`src/rtl/uart_ram_loader_pkg.sv`:
```
// Shared constants for the UART-to-RAM command loader.
// Contents:
//   - command opcodes (SET_ADDR / WRITE / READ)
//   - reply codes (ACK / NAK)
//   - FSM state encodings, S_CMD through S_REPLY
//   - addr_bytes(): number of little-endian bytes carried by SET_ADDR
package uart_ram_loader_pkg;

    localparam logic [7:0] OP_SET_ADDR = 8'h01;
    localparam logic [7:0] OP_WRITE    = 8'h02;
    localparam logic [7:0] OP_READ     = 8'h03;

    localparam logic [7:0] ACK_BYTE    = 8'h06;
    localparam logic [7:0] NAK_BYTE    = 8'h15;

    localparam int STATE_W = 4;

    localparam logic [3:0] S_CMD      = 4'd0;
    localparam logic [3:0] S_ADDR     = 4'd1;
    localparam logic [3:0] S_LEN_LO   = 4'd2;
    localparam logic [3:0] S_LEN_HI   = 4'd3;
    localparam logic [3:0] S_WR_DATA  = 4'd4;
    localparam logic [3:0] S_WR_RAM   = 4'd5;
    localparam logic [3:0] S_WR_ECHO  = 4'd6;
    localparam logic [3:0] S_RD_ISSUE = 4'd7;
    localparam logic [3:0] S_RD_WAIT  = 4'd8;
    localparam logic [3:0] S_RD_TX    = 4'd9;
    localparam logic [3:0] S_REPLY    = 4'd10;

    function automatic int addr_bytes(input int aw);
        return (aw + 7) / 8;
    endfunction

endpackage

```
`src/rtl/rx_byte_latch.sv`:
```
// Single-byte receive holding register.
// Ports:
//   clk_i, rst_i   clock, synchronous active-high reset
//   rx_data_i      received byte, valid while rx_done_i is high
//   rx_done_i      one-cycle pulse per received byte
//   consume_i      consumer takes the held byte this cycle
//   data_o         held byte
//   full_o         a byte is held
//   overrun_o      sticky: a byte arrived while full and not being consumed
// Handshake: full_o acts as valid and consume_i as ready; the byte moves
// to the consumer on a clock where both are high.
module rx_byte_latch
    import uart_ram_loader_pkg::*;
(
    input  logic       clk_i,
    input  logic       rst_i,
    input  logic [7:0] rx_data_i,
    input  logic       rx_done_i,
    input  logic       consume_i,
    output logic [7:0] data_o,
    output logic       full_o,
    output logic       overrun_o
);

    logic [7:0] data_q;
    logic       full_q;
    logic       overrun_q;

    always_ff @(posedge clk_i) begin
        if (rst_i) begin
            data_q    <= 8'h00;
            full_q    <= 1'b0;
            overrun_q <= 1'b0;
        end else begin
            if (rx_done_i) begin
                // A consume in the same cycle frees the slot for the new byte.
                if (!full_q || consume_i) begin
                    data_q <= rx_data_i;
                    full_q <= 1'b1;
                end else begin
                    overrun_q <= 1'b1;
                end
            end else if (consume_i) begin
                full_q <= 1'b0;
            end
        end
    end

    assign data_o    = data_q;
    assign full_o    = full_q;
    assign overrun_o = overrun_q;

endmodule

```
`src/rtl/uart_ram_loader.sv`:
```
// Command-driven bridge between a byte UART and one port of a dual-port RAM.
// Commands: 0x01 SET_ADDR <addr LE>, 0x02 WRITE <len LE16> <data...>,
//           0x03 READ <len LE16>. Each command ends with ACK (0x06);
//           unknown opcodes get NAK (0x15).
// Ports:
//   clk, rst                 shared clock, synchronous active-high reset
//   rx_data, rx_done         received byte stream
//   tx_data, tx_wr, tx_done  transmit request / completion
//   ram_addr, ram_di, ram_we RAM write/read port (ram_do returns RD_LAT later)
//   busy                     FSM is not waiting for a command
//   overrun                  sticky lost-byte flag
//   dbg_state                current FSM state
// TX handshake: tx_wr is raised for one clock only while the transmitter is
// idle; it is then busy until tx_done, and tx_data holds during that time.
module uart_ram_loader
    import uart_ram_loader_pkg::*;
#(
    parameter int ADDR_W = 14,
    parameter int DATA_W = 8,
    parameter int LEN_W  = 16,
    parameter int RD_LAT = 1,
    parameter int ECHO   = 1
) (
    input  logic              clk,
    input  logic              rst,
    input  logic [7:0]        rx_data,
    input  logic              rx_done,
    output logic [7:0]        tx_data,
    output logic              tx_wr,
    input  logic              tx_done,
    output logic [ADDR_W-1:0] ram_addr,
    output logic [7:0]        ram_di,
    output logic              ram_we,
    input  logic [7:0]        ram_do,
    output logic              busy,
    output logic              overrun,
    output logic [3:0]        dbg_state
);

    localparam int ABYTES = addr_bytes(ADDR_W);

    if (DATA_W != 8) begin : g_bad_data_w
        $error("uart_ram_loader: DATA_W must be 8");
    end
    if (ADDR_W < 1 || ADDR_W > 24 || RD_LAT < 1 || RD_LAT > 3 || LEN_W < 1 || LEN_W > 16) begin : g_bad_param
        $error("uart_ram_loader: parameter out of range");
    end

    logic [3:0]        state_q, state_d;
    logic [ADDR_W-1:0] ptr_q, ptr_d;
    logic [LEN_W-1:0]  len_q, len_d;
    logic [7:0]        len_lo_q, len_lo_d;
    logic              is_read_q, is_read_d;
    logic [1:0]        addr_idx_q, addr_idx_d;
    logic [1:0]        wait_q, wait_d;
    logic [7:0]        rd_byte_q, rd_byte_d;
    logic [7:0]        reply_q, reply_d;
    logic              tx_idle_q, tx_idle_d;
    logic [7:0]        tx_data_q, tx_data_d;
    logic              tx_wr_q, tx_wr_d;
    logic [ADDR_W-1:0] ram_addr_q, ram_addr_d;
    logic [7:0]        ram_di_q, ram_di_d;
    logic              ram_we_q, ram_we_d;

    logic [7:0]          hold_data;
    logic                hold_full;
    logic                consume;
    logic [ABYTES*8-1:0] addr_tmp;

    rx_byte_latch u_rx_latch (
        .clk_i     (clk),
        .rst_i     (rst),
        .rx_data_i (rx_data),
        .rx_done_i (rx_done),
        .consume_i (consume),
        .data_o    (hold_data),
        .full_o    (hold_full),
        .overrun_o (overrun)
    );

    always_comb begin
        state_d    = state_q;
        ptr_d      = ptr_q;
        len_d      = len_q;
        len_lo_d   = len_lo_q;
        is_read_d  = is_read_q;
        addr_idx_d = addr_idx_q;
        wait_d     = wait_q;
        rd_byte_d  = rd_byte_q;
        reply_d    = reply_q;
        tx_data_d  = tx_data_q;
        tx_wr_d    = 1'b0;
        ram_addr_d = ram_addr_q;
        ram_di_d   = ram_di_q;
        ram_we_d   = 1'b0;
        consume    = 1'b0;
        addr_tmp   = (ABYTES*8)'(ptr_q);

        case (state_q)
            S_CMD: if (hold_full) begin
                consume = 1'b1;
                case (hold_data)
                    OP_SET_ADDR: begin
                        addr_idx_d = 2'd0;
                        state_d    = S_ADDR;
                    end
                    OP_WRITE, OP_READ: begin
                        is_read_d = (hold_data == OP_READ);
                        state_d   = S_LEN_LO;
                    end
                    default: begin
                        reply_d = NAK_BYTE;
                        state_d = S_REPLY;
                    end
                endcase
            end
            S_ADDR: if (hold_full) begin
                consume = 1'b1;
                // Bytes arrive LSB first; bits above ADDR_W fall off in the cast.
                addr_tmp[{addr_idx_q, 3'b000} +: 8] = hold_data;
                ptr_d = ADDR_W'(addr_tmp);
                if (addr_idx_q == 2'(ABYTES - 1)) begin
                    reply_d = ACK_BYTE;
                    state_d = S_REPLY;
                end else begin
                    addr_idx_d = addr_idx_q + 2'd1;
                end
            end
            S_LEN_LO: if (hold_full) begin
                consume  = 1'b1;
                len_lo_d = hold_data;
                state_d  = S_LEN_HI;
            end
            S_LEN_HI: if (hold_full) begin
                consume = 1'b1;
                len_d   = LEN_W'({hold_data, len_lo_q});
                if (len_d == '0) begin
                    reply_d = ACK_BYTE;
                    state_d = S_REPLY;
                end else begin
                    state_d = is_read_q ? S_RD_ISSUE : S_WR_DATA;
                end
            end
            S_WR_DATA: if (hold_full) begin
                // Registered strobe: ram_we is high exactly while in S_WR_RAM.
                consume    = 1'b1;
                ram_addr_d = ptr_q;
                ram_di_d   = hold_data;
                ram_we_d   = 1'b1;
                state_d    = S_WR_RAM;
            end
            S_WR_RAM: begin
                ptr_d = ptr_q + 1'b1;
                len_d = len_q - 1'b1;
                if (ECHO != 0) begin
                    state_d = S_WR_ECHO;
                end else if (len_q == LEN_W'(1)) begin
                    reply_d = ACK_BYTE;
                    state_d = S_REPLY;
                end else begin
                    state_d = S_WR_DATA;
                end
            end
            S_WR_ECHO: if (tx_idle_q) begin
                // len was already decremented in S_WR_RAM.
                tx_wr_d   = 1'b1;
                tx_data_d = ram_di_q;
                if (len_q == '0) begin
                    reply_d = ACK_BYTE;
                    state_d = S_REPLY;
                end else begin
                    state_d = S_WR_DATA;
                end
            end
            S_RD_ISSUE: begin
                ram_addr_d = ptr_q;
                wait_d     = 2'd0;
                state_d    = S_RD_WAIT;
            end
            S_RD_WAIT: begin
                // ram_addr became visible on entry; wait_q counts clocks since.
                if (wait_q == 2'(RD_LAT)) begin
                    rd_byte_d = ram_do;
                    state_d   = S_RD_TX;
                end else begin
                    wait_d = wait_q + 2'd1;
                end
            end
            S_RD_TX: if (tx_idle_q) begin
                tx_wr_d   = 1'b1;
                tx_data_d = rd_byte_q;
                ptr_d     = ptr_q + 1'b1;
                len_d     = len_q - 1'b1;
                if (len_q == LEN_W'(1)) begin
                    reply_d = ACK_BYTE;
                    state_d = S_REPLY;
                end else begin
                    state_d = S_RD_ISSUE;
                end
            end
            S_REPLY: if (tx_idle_q) begin
                tx_wr_d   = 1'b1;
                tx_data_d = reply_q;
                state_d   = S_CMD;
            end
            default: state_d = S_CMD;
        endcase

        // Issuing a request claims the transmitter before tx_done can be seen.
        if (tx_wr_d) begin
            tx_idle_d = 1'b0;
        end else if (tx_done) begin
            tx_idle_d = 1'b1;
        end else begin
            tx_idle_d = tx_idle_q;
        end
    end

    always_ff @(posedge clk) begin
        if (rst) begin
            state_q    <= S_CMD;
            ptr_q      <= '0;
            len_q      <= '0;
            len_lo_q   <= 8'h00;
            is_read_q  <= 1'b0;
            addr_idx_q <= 2'd0;
            wait_q     <= 2'd0;
            rd_byte_q  <= 8'h00;
            reply_q    <= 8'h00;
            tx_idle_q  <= 1'b1;
            tx_data_q  <= 8'h00;
            tx_wr_q    <= 1'b0;
            ram_addr_q <= '0;
            ram_di_q   <= 8'h00;
            ram_we_q   <= 1'b0;
        end else begin
            state_q    <= state_d;
            ptr_q      <= ptr_d;
            len_q      <= len_d;
            len_lo_q   <= len_lo_d;
            is_read_q  <= is_read_d;
            addr_idx_q <= addr_idx_d;
            wait_q     <= wait_d;
            rd_byte_q  <= rd_byte_d;
            reply_q    <= reply_d;
            tx_idle_q  <= tx_idle_d;
            tx_data_q  <= tx_data_d;
            tx_wr_q    <= tx_wr_d;
            ram_addr_q <= ram_addr_d;
            ram_di_q   <= ram_di_d;
            ram_we_q   <= ram_we_d;
        end
    end

    assign tx_data   = tx_data_q;
    assign tx_wr     = tx_wr_q;
    assign ram_addr  = ram_addr_q;
    assign ram_di    = ram_di_q;
    assign ram_we    = ram_we_q;
    assign busy      = (state_q != S_CMD);
    assign dbg_state = state_q;

endmodule

```
`config.mk`:
```
export PLATFORM = sky130hd
export DESIGN_NAME = uart_ram_loader
export DESIGN_NICKNAME = d
export VERILOG_FILES = /design/src/rtl/uart_ram_loader_pkg.sv /design/src/rtl/rx_byte_latch.sv /design/src/rtl/uart_ram_loader.sv
export SDC_FILE = /design/constraint.sdc
export NUM_CORES = 1
export LEC_CHECK = 0
export CORE_MARGIN = 2
export CORE_UTILIZATION = 61
export CTS_BUF_LIST = sky130_fd_sc_hd__clkbuf_16
export DETAILED_ROUTE_END_ITERATION = 8
export PLACE_DENSITY = 0.85
export SLEW_MARGIN = 20
export SYNTH_ARGS = -nofsm -noshare
export SYNTH_HDL_FRONTEND = slang
export SYNTH_HIERARCHICAL = 1
export SYNTH_SLANG_ARGS = --single-unit
```
`constraint.sdc`:
```
create_clock -name clk -period 6.8 [get_ports clk]
set_input_delay 1.36 -clock clk [delete_from_list [all_inputs] [get_ports clk]]
set_output_delay 1.36 -clock clk [all_outputs]
set_load 0.01 [all_outputs]
```
# --- Word-level counts from Yosys, hierarchy flattened ---
# Index checks and enable logic that the tools add are counted.
classes:
  n_shift: 2
  muxes: 56
  eq_ne: 34
  n_addsub: 5
  bitwise_logic: 2
  n_reduce_logical: 35
ops:
  columns: ["op", "n"]
  rows:
  - ["two-way mux 8 bit", 13]
  - ["two-way mux 4 bit", 13]
  - ["case mux 16 bit (3 select lines)", 1]
  - ["case mux 4 bit (11 select lines)", 1]
  - ["two-way mux 14 bit", 3]
  - ["case mux 14 bit (3 select lines)", 1]
  - ["case mux 8 bit (5 select lines)", 1]
  - ["zero test 16 bit", 2]
  - ["two-way mux 16 bit", 2]
  - ["case mux 14 bit (2 select lines)", 1]
  - ["case mux 8 bit (3 select lines)", 1]
  - ["!= test 2 bit, second input constant", 11]
  - ["bitwise mux 16 bit", 1]
  - ["equality test 16 x 1 -> 1 bit, second input constant", 1]
  - ["equality test 4 x 3 -> 1 bit, second input constant", 4]
  - ["equality test 8 x 2 -> 1 bit, second input constant", 2]
  - ["AND reduction 2 bit", 8]
  - ["variable shift 8 x 7 -> 16 bit, first input constant", 1]
  - ["indexed part select 8 x 7 -> 16 bit", 1]
  - ["subtractor 16 x 1 -> 16 bit, second input constant", 1]
  - ["adder 14 x 1 -> 14 bit, second input constant", 1]
  - ["!= test 2 x 1 -> 1 bit, second input constant", 7]
  - ["equality test 4 bit, second input constant", 3]
  - ["two-way mux 2 bit", 6]
  - ["other kinds (25)", 48]
word_totals:
  word_cells: 152
  inputBits: 20
  output_inout_bits: 38
  reg_bits: 106

# --- Longest topological paths before layout ---
depth:
  ltp_word: 6
  depth_mapped: 8
  depth_no_buf: 7

# --- Hierarchy ---
# The synthesis kept the hierarchy.
modules_own_cells:
  columns: ["mod", "seq_area_each_um2", "instances", "cells_per_inst", "area_per_inst_um2"]
  rows:
  - ["uart_ram_loader", 1821.7, 1, 638, 4988.5]
  - ["rx_byte_latch", 200.2, 1, 42, 435.4]

# --- Least setup slack after synthesis ---
# No wires, ideal clock.
synth_path:
  kind: "register to output"
  start: "register state_q[2] (netlist: dbg_state[2])"
  end: "output port busy"
  t_required_ns: 5.440
  path_buffers: 1
  stages_incl_launch_ff: 4
  path_slack_ns: 4.411
  arrival_ns: 1.029
  path_cell_list: "dfxtp_1 clkbuf_1 nor4_1 inv_1"
synth_via:
  elab_chain_cells: 1
synth_lines:
  columns: ["element", "line", "source"]
  rows:
  - ["from (decl)", "uart_ram_loader.sv:49", "logic [3:0] state_q, state_d;"]
  - ["from (signal assigned)", "uart_ram_loader.sv:237", "state_q <= state_d;"]
  - ["nonzero test 4 bit", "uart_ram_loader.sv:260", "assign busy = (state_q != S_CMD);"]
  - ["to (decl)", "uart_ram_loader.sv:35", "output logic busy,"]
# No other way between the ends.

# --- Final worst setup path ---
# Same ends and word-level chain as after synthesis.

==> results.md <==
- CORE AREA: 0.00868 sq mm
- Hold_buf cts: 0
- Routed length on met3: 1.21 mm
- Most frequent cells in the layout: 101 x dfxtp_1, 85 x nor2_1, 56 x nand2_1, 56 x clkdlybuf4s50_1, 55 x a21oi_1
- Pwr Density: 293 mW/mm^2
- Met2 WL: 7.35 mm
- Routed WL: 15.3 mm
- CP Max Fanout: 29
- Max Slew Vio Count: 0
- Setup bufs post-CTS: 0
- Fmax: 284 MHz
- Hold Path Origin: rd_byte_q[0]$_SDFFE_PP0P_
- Ys async rst share: 0
- Total CTS buffers: 9
- Worst vdd rail ir drop: 0.197 mV
- Synth Register Bits: 101
- Reg2reg setup slack: 3.72 ns
- First-pass GRT wire length: 25.1 mm
- WP data required: 5.44 ns
- Worst Path Arrival: 2.16 ns
- Largest net degree at the start of global routing: 102
- FF-to-FF End: len_q[12]$_SDFFE_PP0P_
- Hold Worst Slack: 0.463 ns
- RSZ-0062 raised after global routing: no
- Setup TNS: 0 ns
- # diodes: 0
- Number of global-route vias before repair: 5,132
- Residual DRC count: 0
- Die Width: 98.3 um
- Area grow syn2layout: 15.3%
- Worst-margin pin slew: 1.14 ns
- Clock sinks: 101
- Crit path kind: reg -> out
- # H-tree levels: 3
- Clock Skew: 0.00635 ns
- Synth Cell Area: 0.00542 sq mm
- Die area: 0.00966 sq mm
- Unique masters post-synth: 69
- Total gr overflow: 0
- Min Tclk post-route: 3.52 ns
- Leak: 2.30 nW
- WL per Instance: 18.7 um
- GR Util All Layers: 0.319
- Maxcap violations: 0
- Gate Count Post-Synth: 680
- Vias: 5,366
- Syn_nets: 708
- Post-DP HPWL: 10.4 mm
- Clock transition at path regs: 0.07 ns
- Post-cts resize count: 0
- EDFF count, synth: 0
- Commonest non-fill, non-tap cell in the layout: dfxtp_1
- Worst-Skew Late Latency: 0.36 ns
- GP Congestion: 0.955
- Worst reg-to-reg path cell count: 5
- Initial DRC Count: 485
- Worst hold stages: 2
- YS warnings: 6
- Die Ht: 98.3 um
- Drt pass-1 iters: 5
- Fraction of the cycle the final worst path needs: 0.517
- Final setup vio count: 0
- Routed Antenna Nets: 0
- Tightest Hold Check Type: reg -> reg
- Initial Utilization: 0.625
- Most used DFF post-synth: dfxtp_1
- Top sig layer: met4
- CP endpoint kind: output pin
- Number of port buffers: 57
- Synth Area per Inst: 7.98 sq um
- Hold path endpoint: rd_byte_q[0]$_SDFFE_PP0P_
- Initial antenna violation count: 0
- Longest Clk Path Bufs: 2
- Sequential share of the synthesized area: 0.373
- Type of origin of the critical path: register
- Status: finished, final reports clean
- Top Ports: 58
- Layout cell share with drive strength beyond 1: 0.0494
- M1 WL: 6.16 mm
- R2R Path Start: dbg_state[2]$_SDFFE_PP0P_
- Row count: 34
- CTS Root Cell: clkbuf_16
- Vias per inst: 6.57
- Max_slew headroom: 0.239
- Hold Vio Cnt, Final: 0
- Total Nets Final: 732
- CTS tree: built
[kinds of logic (layout without fill, tap and decap cells)]
| logic type | Yosys count | after routing | synth area share |
|---|---|---|---|
| AND/OR/NAND/NOR | 267 | 267 | 0.249 |
| buffers and inverters | 65 | 94 | 0.0489 |
| flip-flops | 101 | 101 | 0.373 |
| XOR/XNOR | 3 | 3 | 0.00485 |
| AO/OA/AOI/OAI | 195 | 195 | 0.230 |
| multiplexers | 41 | 41 | 0.0757 |
| adder cells (fa/ha/maj) | 8 | 8 | 0.0185 |
[final cells by class]
cell class	instances	area (sq um)
multi-input combinational	514	3140
fill	693	2420
sequential	101	2020
timing repair buffer	60	588
clock buffer	9	225
tap	108	135
clock inverter	7	81.3
inverter	18	67.6
[cell usage after synthesis (all sizes together) (4+ instances only)]
| master | count | area share |
|---|---|---|
| a211oi | 12 | 0.017 |
| a21o | 4 | 0.0055 |
| a21oi | 55 | 0.051 |
| a22o | 7 | 0.011 |
| a22oi | 5 | 0.0069 |
| a31oi | 5 | 0.0058 |
| and2 | 7 | 0.0081 |
| and3 | 4 | 0.0046 |
| buf | 11 | 0.012 |
| clkbuf | 36 | 0.025 |
| dfxtp | 101 | 0.37 |
| ha | 8 | 0.018 |
| inv | 18 | 0.012 |
| mux2i | 41 | 0.076 |
| nand2 | 56 | 0.039 |
| nand2b | 23 | 0.027 |
| nand3 | 20 | 0.018 |
| nand3b | 4 | 0.0055 |
| nand4 | 6 | 0.0069 |
| nor2 | 85 | 0.059 |
| nor2b | 7 | 0.0099 |
| nor3 | 16 | 0.016 |
| nor4 | 14 | 0.017 |
| o211ai | 6 | 0.0083 |
| o21a | 5 | 0.0069 |
| o21ai | 46 | 0.042 |
| o221ai | 5 | 0.0081 |
| o22ai | 9 | 0.010 |
| o31ai | 5 | 0.0069 |
| or3 | 5 | 0.0069 |
| or4 | 6 | 0.0092 |
[worst max-delay path: stages (launching register included)]
cell and delay, ns:
dfxtp_1 0.95, nor4_1 0.18, inv_1 0.13, clkdlybuf4s50_1 0.54
[per-stage QoR]
step	utilization	total power [mW]	worst slack, ns	cells	instance area, sq um
after floorplan	-	1.11	4.41	680	5420
after global placement	0.686	1.27	3.68	801	5950
after detailed placement	0.686	1.28	3.65	801	5950
after CTS	0.721	1.82	3.31	817	6260
after global routing	0.721	1.91	3.15	817	6260
final	0.721	1.83	3.28	817	6260
[power by group]
part | switching [mW] | total, mW | leakage [nW] | internal [mW]
Combinational | 0.341 | 0.562 | 1.33 | 0.220
Sequential | 0.0951 | 0.731 | 0.817 | 0.636
Clock | 0.245 | 0.538 | 0.153 | 0.293
Total | 0.682 | 1.83 | 2.30 | 1.15
[routing by layer]
metal / up-vias / global-route usage
met1: 2516 / 0.393
met2: 274 / 0.531
li1: 2519 / -
met5: - / 0
met3: 57 / 0.0694
met4: 0 / 0.153
[worst max path at each step]
| stage | start | endpoint | slack [ns] |
|---|---|---|---|
| finish | dbg_state[2]$_SDFFE_PP0P_ | busy | 3.28 |
| global route | dbg_state[0]$_SDFFE_PP0P_ | busy | 3.15 |
| detailed placement | rst | reply_q[0]$_SDFFE_PP0P_ | 3.65 |
| floorplan | dbg_state[2]$_SDFFE_PP0P_ | busy | 4.41 |
| CTS | dbg_state[0]$_SDFFE_PP0P_ | busy | 3.31 |
| global placement | rst | reply_q[0]$_SDFFE_PP0P_ | 3.68 |
[sequential cells by signal, indices dropped and copies added, names as in the netlist]
register and count:
rd_byte_q 8, u_rx_latch/overrun_o 1, u_rx_latch/full_o 1, is_read_q 1, len_lo_q 8, reply_q 3, ram_addr 14, ram_di 8
tx_wr 1, ram_we 1, dbg_state 4, addr_idx_q 2, tx_data 8, len_q 16, u_rx_latch/data_o 8, ptr_q 14
tx_idle_q 1, wait_q 2
Note: power is estimated with default switching activity, not from simulation.
